File: config.mk
export PLATFORM = sky130hd
export DESIGN_NAME = fios_result_unit_flat
export DESIGN_NICKNAME = d
export VERILOG_FILES = /design/src/rtl/fios_pkg.sv /design/src/rtl/fios_result_unit_if.sv /design/src/rtl/fios_word_sub.sv /design/src/rtl/fios_result_unit.sv /design/src/flat_wrapper.sv
export SDC_FILE = /design/constraint.sdc
export NUM_CORES = 1
export LEC_CHECK = 0
export CORE_MARGIN = 5
export CORE_UTILIZATION = 35
export DETAILED_ROUTE_END_ITERATION = 8
export GPL_ROUTABILITY_DRIVEN = 0
export SYNTH_ARGS = -nofsm -noshare
export SYNTH_HDL_FRONTEND = slang
export SYNTH_HIERARCHICAL = 1
export SYNTH_SLANG_ARGS = --single-unit
File: constraint.sdc
create_clock -name clock_i -period 5.3 [get_ports clock_i]
set_clock_uncertainty 0.2 [all_clocks]
set_input_delay 0.795 -clock clock_i [delete_from_list [all_inputs] [get_ports clock_i]]
set_output_delay 0.795 -clock clock_i [all_outputs]
set_load 0.05 [all_outputs]
File: src/rtl/fios_pkg.sv
// fios_pkg: shared types and defaults for the FIOS result unit.
//   state_t    - result unit FSM states
//   word_t     - one S_DEFAULT-bit operand/result word
//   S_DEFAULT  - default word width, NB_DEFAULT - default words per operand
package fios_pkg;
    localparam int S_DEFAULT = 16;
    localparam int NB_DEFAULT = 8;
    typedef enum logic [1:0] {IDLE, COLLECT, SUB, OUTPUT} state_t;
    typedef logic [S_DEFAULT-1:0] word_t;
endpackage

File: src/rtl/fios_result_unit_if.sv
// fios_result_unit_if: bundle of the result unit's PE, modulus-memory and output-stream signals.
//   master - the result unit: takes res_push_i/res_i/n_data_i/out_ready_i, drives the rest
//   slave  - the surrounding environment (PE chain, modulus memory, downstream sink)
interface fios_result_unit_if
    import fios_pkg::*;
#(
    parameter int S  = S_DEFAULT,
    parameter int NB = NB_DEFAULT,
    parameter int AW = $clog2(NB)
);
    logic          res_push_i;
    logic [S:0]    res_i;
    logic          n_rd_en_o;
    logic [AW-1:0] n_rd_addr_o;
    logic [S-1:0]  n_data_i;
    logic          out_valid_o;
    logic          out_ready_i;
    logic [S-1:0]  out_data_o;
    logic          out_last_o;
    logic          busy_o;
    logic          error_o;
    modport master (
        input  res_push_i, res_i, n_data_i, out_ready_i,
        output n_rd_en_o, n_rd_addr_o, out_valid_o, out_data_o, out_last_o, busy_o, error_o
    );
    modport slave (
        output res_push_i, res_i, n_data_i, out_ready_i,
        input  n_rd_en_o, n_rd_addr_o, out_valid_o, out_data_o, out_last_o, busy_o, error_o
    );
endinterface

File: src/rtl/fios_word_sub.sv
// fios_word_sub: word-serial subtract cell; d/bout = a - b - borrow, borrow registered between words.
//   clk, rst_n - clock, async active-low reset
//   en         - latch bout as the borrow for the next word
//   clr        - clear the borrow (start of a new multiword subtraction)
//   a, b       - minuend / subtrahend words
//   d, bout    - difference word and borrow out of the current word
module fios_word_sub #(
    parameter int S = 16
) (
    input  logic         clk,
    input  logic         rst_n,
    input  logic         en,
    input  logic         clr,
    input  logic [S-1:0] a,
    input  logic [S-1:0] b,
    output logic [S-1:0] d,
    output logic         bout
);
    logic borrow;
    // The sign bit of the (S+1)-bit difference is exactly the borrow out.
    assign {bout, d} = {1'b0, a} - {1'b0, b} - {{S{1'b0}}, borrow};
    always_ff @(posedge clk or negedge rst_n) begin
        if (!rst_n)
            borrow <= 1'b0;
        else if (clr)
            borrow <= 1'b0;
        else if (en)
            borrow <= bout;
    end
endmodule

File: src/rtl/fios_result_unit.sv
// fios_result_unit: normalises FIOS result blocks, applies the final conditional subtract of N, streams the result.
//   clock_i, reset_n_i - clock, async active-low reset
//   bus (master)       - res_push_i/res_i in; n_rd_en_o/n_rd_addr_o/n_data_i modulus read;
//                        out_valid_o/out_ready_i/out_data_o/out_last_o stream; busy_o, error_o status
module fios_result_unit
    import fios_pkg::*;
#(
    parameter int S  = S_DEFAULT,
    parameter int NB = NB_DEFAULT,
    parameter int AW = $clog2(NB)
) (
    input  logic            clock_i,
    input  logic            reset_n_i,
    fios_result_unit_if.master bus
);
    localparam int CW = AW + 1;
    localparam logic [CW-1:0] LAST = CW'(NB - 1);
    localparam logic [CW-1:0] PRE_LAST = CW'(NB - 2);
    localparam logic [CW-1:0] SUB_END = CW'(NB);
    state_t        state;
    logic [CW-1:0] cnt;
    logic [1:0]    carry;
    logic [1:0]    rtop;
    logic          sel_r;
    logic [S-1:0]  r_buf [NB];
    logic [S-1:0]  d_buf [NB];
    logic [S+1:0]  sum;
    logic [S-1:0]  diff;
    logic          bout;
    logic          sel_next;
    logic [AW-1:0] widx;
    logic [AW-1:0] cn;
    assign sum = {1'b0, bus.res_i} + {{S{1'b0}}, carry};
    // In SUB, cycle cnt consumes the modulus word requested in cycle cnt-1.
    assign widx = AW'(cnt - CW'(1));
    assign cn = AW'(cnt + CW'(1));
    // R < N exactly when the top carry cannot absorb the final borrow.
    assign sel_next = (rtop == 2'd0) && bout;
    fios_word_sub #(.S(S)) u_sub (
        .clk   (clock_i),
        .rst_n (reset_n_i),
        .en    (state == SUB && cnt != '0),
        .clr   (state != SUB),
        .a     (r_buf[widx]),
        .b     (bus.n_data_i),
        .d     (diff),
        .bout  (bout)
    );
    always_ff @(posedge clock_i or negedge reset_n_i) begin
        if (!reset_n_i) begin
            state           <= IDLE;
            cnt             <= '0;
            carry           <= '0;
            rtop            <= '0;
            sel_r           <= 1'b0;
            bus.n_rd_en_o   <= 1'b0;
            bus.n_rd_addr_o <= '0;
            bus.out_valid_o <= 1'b0;
            bus.out_data_o  <= '0;
            bus.out_last_o  <= 1'b0;
            bus.busy_o      <= 1'b0;
            bus.error_o     <= 1'b0;
        end else begin
            if (bus.res_push_i && (state == SUB || state == OUTPUT))
                bus.error_o <= 1'b1;
            case (state)
                IDLE: if (bus.res_push_i) begin
                    r_buf[0]   <= sum[S-1:0];
                    carry      <= sum[S+1:S];
                    cnt        <= CW'(1);
                    bus.busy_o <= 1'b1;
                    state      <= COLLECT;
                end
                COLLECT: if (bus.res_push_i) begin
                    r_buf[cnt[AW-1:0]] <= sum[S-1:0];
                    if (cnt == LAST) begin
                        rtop            <= sum[S+1:S];
                        carry           <= '0;
                        cnt             <= '0;
                        bus.n_rd_en_o   <= 1'b1;
                        bus.n_rd_addr_o <= '0;
                        state           <= SUB;
                    end else begin
                        carry <= sum[S+1:S];
                        cnt   <= cnt + CW'(1);
                    end
                end
                SUB: begin
                    if (cnt != '0)
                        d_buf[widx] <= diff;
                    if (cnt < LAST)
                        bus.n_rd_addr_o <= cn;
                    else begin
                        bus.n_rd_en_o   <= 1'b0;
                        bus.n_rd_addr_o <= '0;
                    end
                    if (cnt == SUB_END) begin
                        sel_r           <= sel_next;
                        cnt             <= '0;
                        bus.out_valid_o <= 1'b1;
                        bus.out_last_o  <= 1'b0;
                        bus.out_data_o  <= sel_next ? r_buf[0] : d_buf[0];
                        state           <= OUTPUT;
                    end else
                        cnt <= cnt + CW'(1);
                end
                OUTPUT: if (bus.out_ready_i) begin
                    if (cnt == LAST) begin
                        cnt             <= '0;
                        bus.out_valid_o <= 1'b0;
                        bus.out_last_o  <= 1'b0;
                        bus.out_data_o  <= '0;
                        bus.busy_o      <= 1'b0;
                        state           <= IDLE;
                    end else begin
                        cnt            <= cnt + CW'(1);
                        bus.out_last_o <= (cnt == PRE_LAST);
                        bus.out_data_o <= sel_r ? r_buf[cn] : d_buf[cn];
                    end
                end
                default: state <= IDLE;
            endcase
        end
    end
endmodule
File: src/flat_wrapper.sv
// flat-port wrapper written by rule: the top's interface ports become plain ports
module fios_result_unit_flat import fios_pkg::*;
#(
    parameter int S  = S_DEFAULT,
    parameter int NB = NB_DEFAULT,
    parameter int AW = $clog2(NB)
)
  (clock_i, reset_n_i, bus_res_push_i, bus_res_i, bus_n_data_i, bus_out_ready_i, bus_n_rd_en_o, bus_n_rd_addr_o, bus_out_valid_o, bus_out_data_o, bus_out_last_o, bus_busy_o, bus_error_o);
  fios_result_unit_if #(.S(S), .NB(NB), .AW(AW)) bus_i ();
  input  logic clock_i;
  input  logic reset_n_i;
  input wire logic [$bits(bus_i.res_push_i)-1:0] bus_res_push_i;
  input wire logic [$bits(bus_i.res_i)-1:0] bus_res_i;
  input wire logic [$bits(bus_i.n_data_i)-1:0] bus_n_data_i;
  input wire logic [$bits(bus_i.out_ready_i)-1:0] bus_out_ready_i;
  output wire logic [$bits(bus_i.n_rd_en_o)-1:0] bus_n_rd_en_o;
  output wire logic [$bits(bus_i.n_rd_addr_o)-1:0] bus_n_rd_addr_o;
  output wire logic [$bits(bus_i.out_valid_o)-1:0] bus_out_valid_o;
  output wire logic [$bits(bus_i.out_data_o)-1:0] bus_out_data_o;
  output wire logic [$bits(bus_i.out_last_o)-1:0] bus_out_last_o;
  output wire logic [$bits(bus_i.busy_o)-1:0] bus_busy_o;
  output wire logic [$bits(bus_i.error_o)-1:0] bus_error_o;
  assign bus_i.res_push_i = bus_res_push_i;
  assign bus_i.res_i = bus_res_i;
  assign bus_i.n_data_i = bus_n_data_i;
  assign bus_i.out_ready_i = bus_out_ready_i;
  assign bus_n_rd_en_o = bus_i.n_rd_en_o;
  assign bus_n_rd_addr_o = bus_i.n_rd_addr_o;
  assign bus_out_valid_o = bus_i.out_valid_o;
  assign bus_out_data_o = bus_i.out_data_o;
  assign bus_out_last_o = bus_i.out_last_o;
  assign bus_busy_o = bus_i.busy_o;
  assign bus_error_o = bus_i.error_o;
  fios_result_unit #(.S(S), .NB(NB), .AW(AW)) u_core (.clock_i(clock_i), .reset_n_i(reset_n_i), .bus(bus_i));
endmodule
==> metrics.log <==
[metrics] depth of the most critical reg-to-reg path: 20
[metrics] antenna-violating nets left: 0
[metrics] critical path peak fanout: 17
[metrics] final count of pins violating max slew: 0
[metrics] number of search-and-repair iterations in the first detailed-routing pass: 5
[metrics] vias in the first global route: 8750
[metrics] highest-count cells in the layout ignoring fill and taps: sky130_fd_sc_hd__edfxtp_1, sky130_fd_sc_hd__nand2_1, sky130_fd_sc_hd__mux4_2
[metrics] CP Launch Type: flip-flop
[metrics] Total Routed Length: 36.90 mm
[metrics] asr flop ratio synth: about an eighth
[metrics] slowest library cell on the worst path: sky130_fd_sc_hd__dfrtp_4
[metrics] Hold Fails Final Rpt: 0
[metrics] number of synthesized register bits: 292
[metrics] starting density of the core: 35.29%
[metrics] CTS Buf Count: 31
[metrics] final net count: 1094
[metrics] net count of the mapped netlist: just over 1000
[metrics] TritonCTS clock tree: done
[metrics] Tightest Pin Transition: 1.223 ns
[metrics] Reg2Reg Capture Point: u_core/bus.out_data_o[4]
[metrics] number of placement rows: 74
[metrics] clk sink count: between 200 and 300
[metrics] peak per-stage delay on the critical path: 0.51 ns
[metrics] total routing usage reported by global routing: 16.43%
[metrics] result of the run: finished, final reports clean
[metrics] half-perimeter wire length of the detailed placement result: 26.46 mm
[metrics] antenna diode instance count: 0
[metrics] Placed Instance Area: 15790 um2
[metrics] die extent in x: 212.7 um
[metrics] Routed wire per std cell: roughly 24 um
[metrics] drt drc: 0
[metrics] number of distinct library cells after synthesis: 67
[metrics] fraction of final layout cells sized beyond drive strength 1: a little over 20%
[metrics] number of antenna violations at the first check in global routing: 0
[metrics] cells after synthesis: 926
[metrics] beginning of the worst register-to-register path: u_core/cnt[0]
[metrics] period utilization: 94.81%
[metrics] cell area after layout: 16820 um2
[metrics] register clock-pin slew on the reported worst setup and hold paths: 0.06 ns
[metrics] cell with the most instances on the worst path: sky130_fd_sc_hd__inv_1
[metrics] number of H-tree branching levels: 1
[metrics] maximum root-to-sink buffer count: 3
[metrics] count of flip-flops with a built-in enable after synthesis: 256
[metrics] number of max-capacitance violations reported: 0
[metrics] number of fill cells in the layout: ~3700
[metrics] buffer type at the clock tree root: sky130_fd_sc_hd__clkbuf_16
[metrics] final period demand of the worst path: approximately 5.0 ns
[metrics] clock insertion delay at the later pin of the skew report: 0.54 ns
[metrics] number of gates resized after CTS: 0
[metrics] maximum number of pins on one net before global-route repair: 85
[metrics] die footprint: 45220 um2
[metrics] vias per cell: approximately 5.5
[metrics] Max Freq: 199.0 MHz
[metrics] register area share after synthesis: 59.74%
[metrics] # IOs: between 60 and 70
[metrics] Overflow after GRT: 0
[metrics] kind of end point of the critical path: flip-flop
[metrics] Hold Buf Count CTS: 0
[metrics] internal reg-to-reg setup slack: 0.28 ns
[metrics] total of buffers placed on input and output ports: 60
[metrics] total number of vias: between 8000 and 9000
[metrics] setup TNS: 0 ns
[metrics] leading cell type in the layout, fill and taps excluded: sky130_fd_sc_hd__edfxtp_1
[metrics] class of the worst hold path: primary input to async pin
[metrics] worst setup path class: flip-flop to flip-flop
[metrics] first-pass GRT wire length: roughly 56 mm
[metrics] relative area change from synthesis to final layout: 17.02%
[metrics] critical path, cell by cell: inv_1, ha_4, xor2_2, buf_12, nand2_1, o221ai_1, inv_1, ha_1, inv_1, ha_1, o211ai_1, o211a_1, a21o_1, o31ai_2, xnor2_1, nor3b_2, buf_12, mux2i_1, nor3_1, a221o_1
[metrics] data required time of the critical path: about 5.5 ns
[metrics] post-synthesis cell area: 14380 um2
[metrics] fin util: 41.29%
[metrics] yosys warns: 6
[metrics] die span in y: 212.7 um
[metrics] core area: 40740 um2
[metrics] number of setup buffers added after CTS: 0
[metrics] most common flop cell mapped by yosys: sky130_fd_sc_hd__edfxtp_1
[metrics] Mapped Avg Cell Area: ~16 um2
[metrics] relative max-transition margin: 18.01%
[metrics] setup repair after global routing missed its margin: false
[metrics] setup-violating endpoint count in the final report: 0
[metrics] iteration-0 DRC count of the detailed router: 804
[metrics] arrival time reported for the critical path endpoint: 5.24 ns
worst max-delay path by stage:
stage,from,endpoint,slack [ns],cells past startpoint
floorplan,u_core/cnt[0],u_core/bus.out_data_o[10],0.03,26
global placement,u_core/cnt[0],u_core/bus.out_data_o[15],0.34,18
detailed placement,u_core/cnt[0],u_core/bus.out_data_o[4],0.25,18
CTS,u_core/cnt[0],u_core/bus.out_data_o[4],0.22,18
global route,u_core/cnt[0],u_core/bus.out_data_o[4],0.03,18
finish,u_core/cnt[0],u_core/bus.out_data_o[4],0.28,20
registers in the layout, indices dropped and copies added (netlist names), 2 cells and up:
| name | cells |
|---|---|
| u_core/bus.out_data_o | 16 |
| u_core/r_buf | 128 |
| u_core/cnt | 4 |
| u_core/d_buf | 128 |
| u_core/carry | 2 |
| u_core/bus.n_rd_addr_o | 3 |
| u_core/state | 2 |
| u_core/rtop | 2 |
synthesized netlist by cell type, drive strengths merged, types with 6 or more instances:
cell type	count	area, um2
mux2i	29	290.3
o221ai	6	52.55
xor2	9	78.83
a22oi	14	110.1
inv	66	247.7
nand2	83	311.6
a21o	9	67.56
nand4	10	62.56
mux2	33	375.4
nor2	26	97.59
xnor2	22	192.7
mux4	91	2106
o311ai	14	122.6
nor3	13	65.06
a21oi	24	120.1
ha	40	500.5
clkbuf	17	63.81
dfrtp	36	900.9
edfxtp	256	7687
buf	29	211.5
nand3	11	55.05
o21ai	23	118.9
final cells by class:
class | instances | area (um2) | area share [%]
Tap cell | 532 | 665.6 | 3.957
Timing Repair Buffer | 101 | 948.4 | 5.638
Multi-Input combinational cell | 522 | 5354 | 31.83
Inverter | 66 | 247.7 | 1.473
Clock inverter | 17 | 203.9 | 1.212
Sequential cell | 292 | 8592 | 51.08
Clock buffer | 40 | 809.5 | 4.813
per-layer routing:
metal	routed length [um]	vias to the layer above	GRT usage (%)
met1	15670	4478	22.28
met5	0	-	0
met4	1105	0	4.723
met2	18740	229	28.39
met3	1385	48	1.660
li1	-	3821	-
worst max-delay path, delay by kind of cell, from the launching register on:
family          cells  cell delay, ns
xor+xnor            2            0.36
flops               1            0.51
fa+ha+maj           3            0.79
compound gates      6            1.65
buf+inv             5            0.66
mux                 1            0.20
simple gates        3            0.52
through the flow:
| step | instances | hold slack [ns] | setup WS (ns) |
|---|---|---|---|
| 4_1_cts | 1570 | 0.07781 | 0.2196 |
| 2_1_floorplan | 926 | 0.2497 | 0.02748 |
| 3_3_place_gp | 1513 | 0.2513 | 0.3400 |
| 6_report | 1570 | 0.06775 | 0.2753 |
| 5_1_grt | 1570 | 0.1010 | 0.02816 |
| 3_5_place_dp | 1513 | 0.2630 | 0.2507 |
cell families (layout without fill, tap and decap cells):
kind of cell	count (synthesis)	in the layout	synth area share, %
flip-flops	292	292	59.74
adder cells (fa/ha/maj)	43	43	3.899
multiplexers	153	153	19.28
AND/OR/NAND/NOR	170	170	5.440
AO/OA/AOI/OAI	125	125	6.110
buffers and inverters	112	224	3.638
XOR/XNOR	31	31	1.889
Power is left out: the tool's default activity adds up to more than one toggle a clock period on the data nets, which glitch-free logic cannot reach.
